[src/rtl/riscv_ifetch_unit.sv]
// Instruction-fetch front end: issues word reads to the instruction ROM under a
// credit limit, buffers returned words with their PCs, and hands them to decode.
module riscv_ifetch_unit #(
    parameter int unsigned ADDR_W     = 8,
    parameter int unsigned INST_W     = 32,
    parameter int unsigned FIFO_DEPTH = 4,
    parameter int unsigned RESET_PC   = 0
) (
    input  logic                          clk,
    input  logic                          rst,
    input  logic                          fetch_en,
    output logic [ADDR_W-1:0]             rom_addr,
    output logic                          rom_en,
    input  logic [INST_W-1:0]             rom_data,
    input  logic                          redirect_valid,
    input  logic [ADDR_W+1:0]             redirect_pc,
    output logic                          inst_valid,
    input  logic                          inst_ready,
    output logic [INST_W-1:0]             inst_data,
    output logic [ADDR_W+1:0]             inst_pc,
    output logic [$clog2(FIFO_DEPTH):0]   fifo_count
);

    localparam int unsigned PC_W  = ADDR_W + 2;
    localparam int unsigned PTR_W = $clog2(FIFO_DEPTH);
    localparam int unsigned CNT_W = PTR_W + 1;
    localparam int unsigned SUM_W = CNT_W + 1;
    localparam logic [PC_W-1:0]   RESET_PC_B = PC_W'(RESET_PC);
    localparam logic [ADDR_W-1:0] RESET_WORD = RESET_PC_B[PC_W-1:2];

    typedef enum logic [1:0] {
        IDLE  = 2'd0,
        FETCH = 2'd1,
        STALL = 2'd2
    } state_t;

    state_t              state_q, state_d;
    logic [ADDR_W-1:0]   fetch_pc_q, fetch_pc_d;
    logic [ADDR_W-1:0]   resp_addr_q, resp_addr_d;
    logic                inflight_q, inflight_d;
    logic [PTR_W-1:0]    wr_ptr_q, wr_ptr_d;
    logic [PTR_W-1:0]    rd_ptr_q, rd_ptr_d;
    logic [CNT_W-1:0]    count_q, count_d;
    logic [INST_W-1:0]   mem_data_q [FIFO_DEPTH];
    logic [INST_W-1:0]   mem_data_d [FIFO_DEPTH];
    logic [ADDR_W-1:0]   mem_addr_q [FIFO_DEPTH];
    logic [ADDR_W-1:0]   mem_addr_d [FIFO_DEPTH];

    logic issue_c;
    logic push_c;
    logic pop_c;
    logic credit_next_c;
    logic unused_pc_lsb_c;

    assign unused_pc_lsb_c = ^redirect_pc[1:0];

    // Outstanding work (buffered + in flight) never exceeds the buffer depth.
    always_comb begin
        issue_c = (state_q == FETCH) && fetch_en && !redirect_valid &&
                  ((SUM_W'(count_q) + SUM_W'(inflight_q)) < SUM_W'(FIFO_DEPTH));
        push_c  = inflight_q && !redirect_valid;
        pop_c   = (count_q != '0) && inst_ready && !redirect_valid;
    end

    always_comb begin
        state_d       = state_q;
        fetch_pc_d    = fetch_pc_q;
        resp_addr_d   = resp_addr_q;
        inflight_d    = issue_c;
        wr_ptr_d      = wr_ptr_q;
        rd_ptr_d      = rd_ptr_q;
        count_d       = count_q;
        mem_data_d    = mem_data_q;
        mem_addr_d    = mem_addr_q;
        credit_next_c = 1'b0;

        if (issue_c) begin
            fetch_pc_d  = fetch_pc_q + ADDR_W'(1);
            resp_addr_d = fetch_pc_q;
        end

        // A redirect flushes the buffer and drops the response arriving now.
        if (redirect_valid) begin
            fetch_pc_d = redirect_pc[PC_W-1:2];
            wr_ptr_d   = '0;
            rd_ptr_d   = '0;
            count_d    = '0;
        end else begin
            if (push_c) begin
                mem_data_d[wr_ptr_q] = rom_data;
                mem_addr_d[wr_ptr_q] = resp_addr_q;
                wr_ptr_d             = wr_ptr_q + PTR_W'(1);
            end
            if (pop_c) begin
                rd_ptr_d = rd_ptr_q + PTR_W'(1);
            end
            count_d = count_q + CNT_W'(push_c) - CNT_W'(pop_c);
        end

        // Stall decision looks at next-cycle credit so no cycle is lost on resume.
        credit_next_c = (SUM_W'(count_d) + SUM_W'(inflight_d)) < SUM_W'(FIFO_DEPTH);
        if (!fetch_en) begin
            state_d = IDLE;
        end else if ((state_q == IDLE) || credit_next_c) begin
            state_d = FETCH;
        end else begin
            state_d = STALL;
        end
    end

    always_ff @(posedge clk or posedge rst) begin
        if (rst) begin
            state_q     <= IDLE;
            fetch_pc_q  <= RESET_WORD;
            resp_addr_q <= '0;
            inflight_q  <= 1'b0;
            wr_ptr_q    <= '0;
            rd_ptr_q    <= '0;
            count_q     <= '0;
            mem_data_q  <= '{default: '0};
            mem_addr_q  <= '{default: '0};
        end else begin
            state_q     <= state_d;
            fetch_pc_q  <= fetch_pc_d;
            resp_addr_q <= resp_addr_d;
            inflight_q  <= inflight_d;
            wr_ptr_q    <= wr_ptr_d;
            rd_ptr_q    <= rd_ptr_d;
            count_q     <= count_d;
            mem_data_q  <= mem_data_d;
            mem_addr_q  <= mem_addr_d;
        end
    end

    always_ff @(posedge clk) begin
        if (!rst && push_c) begin
            assert (count_q < CNT_W'(FIFO_DEPTH))
                else $error("riscv_ifetch_unit: push into a full instruction buffer");
        end
    end

    assign rom_en     = issue_c;
    assign rom_addr   = fetch_pc_q;
    assign inst_valid = (count_q != '0);
    assign inst_data  = inst_valid ? mem_data_q[rd_ptr_q] : '0;
    assign inst_pc    = inst_valid ? {mem_addr_q[rd_ptr_q], 2'b00} : '0;
    assign fifo_count = count_q;

endmodule

[config.mk]
export PLATFORM = sky130hd
export DESIGN_NAME = riscv_ifetch_unit
export DESIGN_NICKNAME = d
export VERILOG_FILES = /design/src/rtl/riscv_ifetch_unit.sv
export SDC_FILE = /design/constraint.sdc
export NUM_CORES = 1
export LEC_CHECK = 0
export BUFFER_PORTS_ARGS = -buffer_cell sky130_fd_sc_hd__buf_2
export CAP_MARGIN = 20
export CELL_PAD_IN_SITES_DETAIL_PLACEMENT = 1
export CELL_PAD_IN_SITES_GLOBAL_PLACEMENT = 2
export CORE_MARGIN = 2
export CORE_UTILIZATION = 45
export CTS_CLUSTER_DIAMETER = 100
export DETAILED_ROUTE_END_ITERATION = 6
export PLACE_DENSITY = 0.94
export SLEW_MARGIN = 20
export SYNTH_ARGS = -nofsm -noshare
export SYNTH_HDL_FRONTEND = slang
export SYNTH_SLANG_ARGS = --single-unit
[constraint.sdc]
create_clock -name clk -period 13.9 [get_ports clk]
set_input_delay 2.78 -clock clk [delete_from_list [all_inputs] [get_ports clk]]
set_output_delay 2.78 -clock clk [all_outputs]
set_load 0.05 [all_outputs]
# [Word-level counts from Yosys, hierarchy flattened]
# Cells that the tools add are included.
[op_classes] n_lt_le_gt_ge=5 eq_ne=1 reduce_logical=15 addsub=7 bitwise=3 n_mux=23
[ops] cell="$bwmux 128" n=1
[ops] cell="$mux 32" n=4
[ops] cell="$bmux 32 s2" n=1
[ops] cell="$demux 32 s2" n=1
[ops] cell="$mux 8" n=5
[ops] cell="$bwmux 32" n=1
[ops] cell="$bmux 8 s2" n=1
[ops] cell="$demux 8 s2" n=1
[ops] cell="$mux 2" n=6
[ops] cell="$mux 10" n=1
[ops] cell="$add 3x1->4" n=2
[ops] cell="$add 8x1->8 const B" n=1
[ops] cell="$lt 4x3->1 const B" n=2
[ops] cell="$logic_and 1x1->1" n=7
[ops] cell="$ge 3x3->1 const B" n=2
[ops] cell="$not 2->3" n=2
[ops] cell="$reduce_bool 2->1" n=3
[ops] cell="$add 2x1->2 const B" n=2
[ops] cell="$add 3x1->3" n=1
[ops] cell="$lt 3x1->1 const B" n=1
[ops] cell="$mux 3" n=1
[ops] cell="$reduce_bool 3->1" n=1
[ops] cell="$sub 3x1->3" n=1
[ops] cell="$eq 2x1->1 const B" n=1
[ops] cell="other kinds (5)" n=5
[totals] out_inout_bits=55 word_cells=69 regBits=186 in_bits=47

# [Longest topological paths before layout]
# Gate-level depths: netlist of run 1.
[logic_depth] ltp_word=10 mapped_depth=13 ltp_nobuf=12

# [Worst setup path before layout of run 1]
# No wires, ideal clock.
[synth_timing] path_kind="input port to output port" start="input port fetch_en" end="output port rom_en" arrival_time_ns=3.569 cell_stages=2 path_slack_ns=7.551 path_buffers=0 path_cell_list="nand3_1 nor3_4"
[synth_via] elab_chain_cells=3
[synth_rtl] item="start: declaration" line_no="11" source="input logic fetch_en,"
[synth_rtl] item="$logic_and 1x1->1 (3 in series)" line_no="59" source="issue_c = (state_q == FETCH) && fetch_en && !redirect_valid &&"
[synth_rtl] item="end: declaration" line_no="13" source="output logic rom_en,"
# Every way passes these cells.

# [Worst setup path after layout of run 1]
# Same ends and word-level chain as after synthesis.

==> results of run 1 <==
==> cells by family (layout without fill, tap and decap cells) <==
group | count (synthesis) | after routing | share of synthesized area (%)
other | 1 | 2 | 0.04415
multiplexers | 209 | 209 | 32.99
AO/OA/AOI/OAI | 19 | 19 | 1.738
XOR/XNOR | 4 | 4 | 0.4125
adder cells (fa/ha/maj) | 9 | 9 | 1.414
flip-flops | 186 | 186 | 54.79
buffers and inverters | 47 | 143 | 2.489
AND/OR/NAND/NOR | 91 | 91 | 6.113
==> report_power, final <==
part / switching [mW] / internal, mW
logic: 0.348 / 0.265
clock network: 0.194 / 0.259
registers: 0.110 / 0.655
total: 0.653 / 1.18
==> sequential cells by signal (all words and copies together), names as in the netlist <==
register,cells
mem_data_q,128
mem_addr_q,32
resp_addr_q,8
rom_addr,8
fifo_count,3
rd_ptr_q,2
state_q,2
wr_ptr_q,2
inflight_q,1
==> critical path, delay by kind of cell <==
kind	cells	cell delay [ns]
buffers and inverters	2	0.48
AND/OR/NAND/NOR	2	0.64
==> stage by stage <==
| step | hold slack, ns | std cells | utilization, % |
|---|---|---|---|
| after floorplan | 0.4739 | 567 | - |
| after global placement | 0.4811 | 866 | 49.13 |
| after detailed placement | 0.4904 | 866 | 49.13 |
| after CTS | 0.5046 | 897 | 52.07 |
| after global routing | 0.5116 | 897 | 52.09 |
| final | 0.4984 | 897 | 52.09 |
==> worst paths after layout <==
path	slack, ns	endpoint	start
setup / recovery	7.22	rom_en	fetch_en
hold / removal	0.50	mem_data_q[40]	mem_data_q[40]
setup reg to reg	10.66	state_q[0]	fifo_count[1]
hold reg to reg	0.50	mem_data_q[40]	mem_data_q[40]
max in group asynchronous	9.65	rd_ptr_q[0]	rst
min in group asynchronous	2.55	mem_data_q[51]	rst
==> final cells by class <==
cell class	instances	area, sq um
sequential	186	4662
clock buffer	23	478.0
clock inverter	8	70.07
multi-input combinational	334	3642
fill	1834	8932
inverter	10	42.54
timing repair buffer	102	523.0
tap	234	292.8
==> layout by cell type (no fill, tap or decap), drive strengths merged, types with 2 or more instances in the layout <==
master	count
a31oi	3
and2	42
and4	2
buf	102
clkbuf	23
clkinv	5
clkinvlp	2
conb	2
dfrtp	186
ha	8
inv	10
mux2	168
mux4	40
nand2	14
nand3	6
nand4	2
nor2	12
nor2b	2
o21ai	3
o311ai	6
or2	3
or3	4
xnor2	2
xor2	2
==> per-layer routing <==
metal	up-vias	wire [um]	track usage [%]
met1	2671	7986	24.93
met4	0	138	4.105
met5	-	0	0
met3	12	684	4.657
li1	2230	-	-
met2	91	10020	36.66
==> results.toml, run 1 <==
[synth]
synth_top_area_share_pct = 54.79
synth_ff_type = "dfrtp_1"
synth.most_common_cell = "dfrtp_1"
netlist_instances = 566
synthTopCellsByCount = "186 x dfrtp_1, 168 x mux2_2, 42 x and2_1, 40 x mux4_2, 16 x buf_2"
ys_ff_latch = 186
yosys_warnings = 0
syn_area_per_cell_sq_um = 15.01
seq_area_frac_synth_pct = 54.79
ys_top_cells_by_area = "dfrtp_1 55%, mux2_2 22%, mux4_2 11%"
synth-edff-count = 0
synthesis.area_sq_mm = 0.008494
ys_types = 39
yosysTopAreaCell = "dfrtp_1"
async_flop_share_pct = 100.0

[timing]
worstMarginPinSlew_ns = 0.9803
slew_headroom_pct = 34.65
setup_slack_ns = 7.222
rsz0062_at_grt = "false"
finalCriticalPeriod_ns = 6.678
fmax_mhz = 149.7
finalSetupTns_ns = 0
skew_ns = 0.005039
final-hold-violation-count = 0
drv_slew = 0
post-route-period-util_pct = 48.04
setup_violations = 0

[hold_path]
worstHoldPathCells = 1
hold_class = "flop to flop"

[layout]
drive_above_1_share_pct = 53.09
finalNetCount = 707
n_antenna_cell = 0
fin_area_sq_mm = 0.009711
syn_to_final_growth_pct = 14.32

[cts]
clk-insertion-delay-late_ns = 0.42
h-tree-depth = 4
postCtsSetupRepairBufs = 0
cts_root_buf = "clkbuf_16"
cts_hold_buf = 0
clkTransAtPathRegs_ns = 0.06
ctsResizeCount = 0
numCtsBuffers = 17
clockBufferDepth = 2
cts_tree = "yes"
clock-sinks = 186

[placement]
place_hpwl_um = 12100
place_congestion = 0.8552
dp_slack_ns = 7.176
port_buffers = 97
post_dp_cell_area_sq_mm = 0.009160

[global_routing]
grt_pass1_wl_um = 31400
antenna_found_initial = 0
gr-usage-all-layers_pct = 20.25
grt_overflow = 0
grt_pass1_vias = 5928
grt_max_degree = 110

[routing]
drt_first_pass_iters = 4
drt_wl_total_um = 18830
drc = 0
drtIter0Drc = 223
vias = 5004
via_per_inst = 5.579
antenna_left = 0
wl_per_cell_um = 20.99

[status]
outcome = "complete, no violations"

[die]
die_x_um = 141.4
core_sq_mm = 0.01864
io_pins = 102
die_h_um = 141.4
initial_utilization_pct = 45.56
die-area_sq_mm = 0.01999
rows = 50

[setup_path]
crit_path_end_kind = "output port"
slowest_delay_ns = 0.44
crit_chain = "buf_2 -> nand3_1 -> nor3_4 -> buf_2"
cp_slowest_cell = "nor3_4"
cp_max_fo = 10
critical_path_arrival_ns = 3.90
cp-start-kind = "input port"
ff2ff_path_depth = 12
critPathMostFrequentCell = "buf_2"
worstSetupPathType = "input port to output port"
required_ns = 11.12

[pwr]
total_power_mw = 1.831
ir_drop_mv = 0.1220
p_per_area_mw_per_mm2 = 188.6
leakage_nw = 4.685

[job]
cap_violations = 0
Note: power is estimated with default switching activity, not from simulation.
==> inputs of run 2 (changes only) <==
--- a/config.mk
+++ b/config.mk
@@ -10,10 +10,10 @@
 export CELL_PAD_IN_SITES_DETAIL_PLACEMENT = 1
 export CELL_PAD_IN_SITES_GLOBAL_PLACEMENT = 2
 export CORE_MARGIN = 2
-export CORE_UTILIZATION = 45
+export CORE_UTILIZATION = 42
 export CTS_CLUSTER_DIAMETER = 100
 export DETAILED_ROUTE_END_ITERATION = 6
-export PLACE_DENSITY = 0.94
+export PLACE_DENSITY = 0.89
 export SLEW_MARGIN = 20
 export SYNTH_ARGS = -nofsm -noshare
 export SYNTH_HDL_FRONTEND = slang
==> constraint.sdc (replaced) <==
create_clock -name clk -period 6.3 [get_ports clk]
set_input_delay 1.26 -clock clk [delete_from_list [all_inputs] [get_ports clk]]
set_output_delay 1.26 -clock clk [all_outputs]
set_load 0.05 [all_outputs]
==> results.toml, run 2 (synthesized netlist as in run 1, its figures left out) <==
[routing]
drtIter0Drc = 194
wl_met2_um = 9753
vias = 5015
drt_first_pass_iters = 4
antenna_left = 0
wl_per_cell_um = 20.24
top_layer = "met4"
drt-met1-wl_um = 8450
via_per_inst = 5.369
drc = 0
drt_wl_total_um = 18910
route.met3.wl_um = 530

[layout]
fin_area_sq_mm = 0.009823
stdcell_count = 934
n_antenna_cell = 0
largest_registers = "mem_data_q: 128 flops, mem_addr_q: 32 flops"
multiInputGateArea_sq_mm = 0.003642
final_common_cell = "dfrtp_1"
syn_to_final_growth_pct = 15.64
finalNetCount = 709
mostFrequentLayoutCells = "184 x dfrtp_1, 168 x mux2_2, 97 x buf_2, 42 x and2_1, 40 x mux4_2"
fillerInstances = 2018
top_register = "mem_data_q"
drive_above_1_share_pct = 53.46
ff_latch_area_sq_mm = 0.004662
largest_reg_flops = 128

[cts]
cts_hold_buf = 0
postCtsSetupRepairBufs = 0
cts_root_buf = "clkbuf_16"
ctsResizeCount = 0
h-tree-depth = 4
clk-insertion-delay-late_ns = 0.43
clkTransAtPathRegs_ns = 0.06
numCtsBuffers = 17
clock-sinks = 186
cts_tree = "yes"
clockBufferDepth = 2

[die]
core_sq_mm = 0.02004
die_h_um = 146.2
io_pins = 102
die-area_sq_mm = 0.02138
rows = 52
initial_utilization_pct = 42.39
die_x_um = 146.2

[pwr]
leakage_nw = 4.711
ir_drop_mv = 0.1793
p_per_area_mw_per_mm2 = 417.3
total_power_mw = 4.099

[timing]
skew_ns = 0.01063
finalCriticalPeriod_ns = 3.851
rsz0062_at_grt = "false"
finalSetupTns_ns = 0
final-hold-violation-count = 0
whs_ns = 0.5036
post-route-period-util_pct = 61.13
drv_slew = 0
fmax_mhz = 259.6
setup_violations = 0
worstMarginPinSlew_ns = 0.9473
slew_headroom_pct = 36.85

[global_routing]
grt_pass1_vias = 5680
grt_pass1_wl_um = 31000
grt_max_degree = 76
grt_overflow = 0
antenna_found_initial = 0
gr-usage-all-layers_pct = 18.72

[setup_path]
path_buf_inv = 1
crit_chain = "ha_1 -> or3_1 -> o221a_2 -> nor3_4 -> buf_2"
cp_top_family = "simple AND/OR/NAND/NOR gates"
crit_path_end_kind = "output port"
slowest_delay_ns = 0.52
cp-start-kind = "flop"
required_ns = 5.04
critical_path_arrival_ns = 2.59
worstSetupPathType = "flop to output port"
path_depth = 5
cp_max_fo = 12
cp_slowest_cell = "nor3_4"
ff2ff_path_depth = 12

[job]
cap_violations = 0

[placement]
place_congestion = 0.7707
post_dp_cell_area_sq_mm = 0.009214
port_buffers = 97
place_inst = 903
place_hpwl_um = 11820

[status]
outcome = "complete, no violations"

[hold_path]
hold_class = "flop to flop"
worstHoldPathCells = 1
run 2: worst reg2reg max path, delay by kind of cell (launching register included):
kind,cells,cell delay [ns]
buffers and inverters,2,0.11
AND/OR/NAND/NOR,4,1.35
XOR/XNOR,1,0.14
flip-flops,1,0.45
AO/OA/AOI/OAI,2,0.30
adder cells (fa/ha/maj),3,0.80
run 2: area by class of cell:
type,count,area share [%]
Clock inverter,11,1.490
Sequential cell,186,47.46
Multi-Input combinational cell,334,37.08
Clock buffer,19,4.509
Timing Repair Buffer,104,5.604
Inverter,10,0.4203
Tap cell,270,3.439
run 2: layer usage:
layer / GRT usage (%) / up-vias
met4: 4.563 / 0
met5: 0 / -
li1: - / 2230
met3: 4.281 / 16
met2: 32.57 / 91
met1: 23.90 / 2678
run 2: per-stage QoR:
step | utilization, % | setup slack, ns
detailed placement | 45.98 | 2.574
finish | 49.02 | 2.449
global route | 49.02 | 2.300
floorplan | - | 2.647
CTS | 48.92 | 2.383
global placement | 45.97 | 2.610
run 2: power breakdown:
part,leakage (nW),internal [mW],switching [mW],total (mW)
clock,0.285,0.631,0.441,1.07
sequential,2.46,1.44,0.236,1.68
combinational,1.97,0.586,0.761,1.35
total,4.71,2.66,1.44,4.10
run 2: final timing paths:
kind	from	endpoint	slack (ns)
hold / removal	mem_data_q[34]	mem_data_q[34]	0.50
max in group asynchronous	rst	mem_data_q[63]	4.04
hold reg to reg	mem_data_q[34]	mem_data_q[34]	0.50
min in group asynchronous	rst	mem_data_q[39]	0.78
setup reg to reg	fifo_count[1]	state_q[0]	3.06
setup / recovery	fifo_count[1]	rom_en	2.45
==> inputs of run 3 (changes only) <==
--- a/config.mk
+++ b/config.mk
@@ -10,10 +10,10 @@
 export CELL_PAD_IN_SITES_DETAIL_PLACEMENT = 1
 export CELL_PAD_IN_SITES_GLOBAL_PLACEMENT = 2
 export CORE_MARGIN = 2
-export CORE_UTILIZATION = 42
+export CORE_UTILIZATION = 38
 export CTS_CLUSTER_DIAMETER = 100
 export DETAILED_ROUTE_END_ITERATION = 6
-export PLACE_DENSITY = 0.89
+export PLACE_DENSITY = 0.85
 export SLEW_MARGIN = 20
 export SYNTH_ARGS = -nofsm -noshare
 export SYNTH_HDL_FRONTEND = slang
==> constraint.sdc (replaced) <==
create_clock -name clk -period 3.2 [get_ports clk]
set_input_delay 0.64 -clock clk [delete_from_list [all_inputs] [get_ports clk]]
set_output_delay 0.64 -clock clk [all_outputs]
set_load 0.05 [all_outputs]
==> results.toml, run 3 (synthesized netlist as in run 1, its figures left out) <==
[status]
outcome = "complete, no violations"

[timing]
finalCriticalPeriod_ns = 2.888
rsz0062_at_grt = "false"
finalSetupTns_ns = 0
drv_slew = 0
whs_ns = 0.3399
fmax_mhz = 346.3
worstMarginPinSlew_ns = 0.7262
final-hold-violation-count = 0
skew_ns = 0.009236
post-route-period-util_pct = 90.24
setup_violations = 0
setup_slack_ns = 0.3123
slew_headroom_pct = 51.49

[cts]
numCtsBuffers = 17
clock-sinks = 186
clockBufferDepth = 2
clk-insertion-delay-late_ns = 0.42
h-tree-depth = 4
cts_root_buf = "clkbuf_16"
ctsResizeCount = 0
cts_hold_buf = 0
clkTransAtPathRegs_ns = 0.07
postCtsSetupRepairBufs = 0
cts_tree = "yes"

[die]
die_h_um = 153.5
io_pins = 102
die_x_um = 153.5
core_sq_mm = 0.02189
rows = 54
die-area_sq_mm = 0.02357
initial_utilization_pct = 38.80

[global_routing]
grt_pass1_vias = 5971
antenna_found_initial = 2
grt_pass1_wl_um = 32690
grt_max_degree = 84
gr-usage-all-layers_pct = 17.69
grt_overflow = 0

[setup_path]
r2r_slack_ns = 0.46
path_buf_inv = 1
cp_slowest_cell = "dfrtp_1"
cp_max_fo = 12
r2r-end = "state_q[0]"
worstSetupPathType = "flop to output port"
slowest_delay_ns = 0.46
critical_path_arrival_ns = 2.25
r2r-start = "fifo_count[1]"
crit_chain = "ha_1 -> or3_1 -> o221a_2 -> nor3_4 -> buf_2"
cp_top_family = "simple AND/OR/NAND/NOR gates"
ff2ff_path_depth = 11
required_ns = 2.56
crit_path_end_kind = "output port"
cp-start-kind = "flop"

[routing]
vias = 5063
antenna_left = 0
drc = 0
drtIter0Drc = 123
drt_first_pass_iters = 4
wl_per_cell_um = 20.71
via_per_inst = 5.307
drt_wl_total_um = 19760

[pwr]
total_power_mw = 8.325
ir_drop_mv = 0.3236
leakage_nw = 4.782
p_per_area_mw_per_mm2 = 834.5

[hold_path]
hold_class = "input port to asynchronous set/reset pin"

[layout]
top_register = "mem_data_q"
fin_area_sq_mm = 0.009977
largest_registers = "mem_data_q: 128 flops, mem_addr_q: 32 flops"
syn_to_final_growth_pct = 17.45
mostFrequentLayoutCells = "184 x dfrtp_1, 168 x mux2_2, 97 x buf_2, 42 x and2_1, 40 x mux4_2"
stdcell_count = 954
largest_reg_flops = 128
drive_above_1_share_pct = 54.17
fillerInstances = 2188
finalNetCount = 715
final_common_cell = "dfrtp_1"
finalCoreUtilization_pct = 45.58

[placement]
place_inst = 920
place_congestion = 0.8307
place_hpwl_um = 12580
post_dp_cell_area_sq_mm = 0.009339
port_buffers = 97
dp_slack_ns = 0.4711

[job]
cap_violations = 0
==> run 3: cell types whose count changed in the layout (fill, tap and decap cells not counted), moves of 2 or more <==
cell | before | now
buf_12 | 1 | 5
inv_8 | 0 | 3
buf_4 | 6 | 8
clkinv_2 | 3 | 1
diode_2 | 0 | 2
inv_6 | 2 | 4
==> run 3: worst max path at each step <==
stage / slack [ns] / cells past startpoint / from / end
floorplan: 0.17 / 1 / rst / fifo_count[0]
global placement: 0.57 / 12 / fifo_count[1] / state_q[0]
detailed placement: 0.47 / 11 / fifo_count[1] / state_q[0]
CTS: 0.26 / 4 / rd_ptr_q[0] / inst_data[26]
finish: 0.31 / 5 / fifo_count[1] / rom_en
global route: 0.19 / 4 / rd_ptr_q[0] / inst_data[26]
==> run 3: area by class of cell <==
cell class | count | area, sq um | share of cell area [%]
Sequential cell | 186 | 4659 | 46.70
Timing Repair Buffer | 110 | 645.6 | 6.471
Multi-Input combinational cell | 334 | 3642 | 36.51
Inverter | 10 | 41.29 | 0.4138
Antenna cell | 2 | 5.005 | 0.05016
Clock buffer | 19 | 452.9 | 4.540
Tap cell | 280 | 350.3 | 3.511
Clock inverter | 13 | 180.2 | 1.806
==> run 3: power by group <==
| group | switching (mW) | internal (mW) |
|---|---|---|
| clock network | 0.958 | 1.30 |
| logic | 1.63 | 1.21 |
| registers | 0.390 | 2.84 |
==> run 3: per-layer routing <==
layer / vias up / GRT usage (%) / part of all wire, %
met5: - / 0 / 0
met4: 0 / 3.451 / 0.82
met3: 16 / 4.594 / 4.2
met2: 96 / 31.22 / 52
met1: 2698 / 22.08 / 43
li1: 2253 / - / -
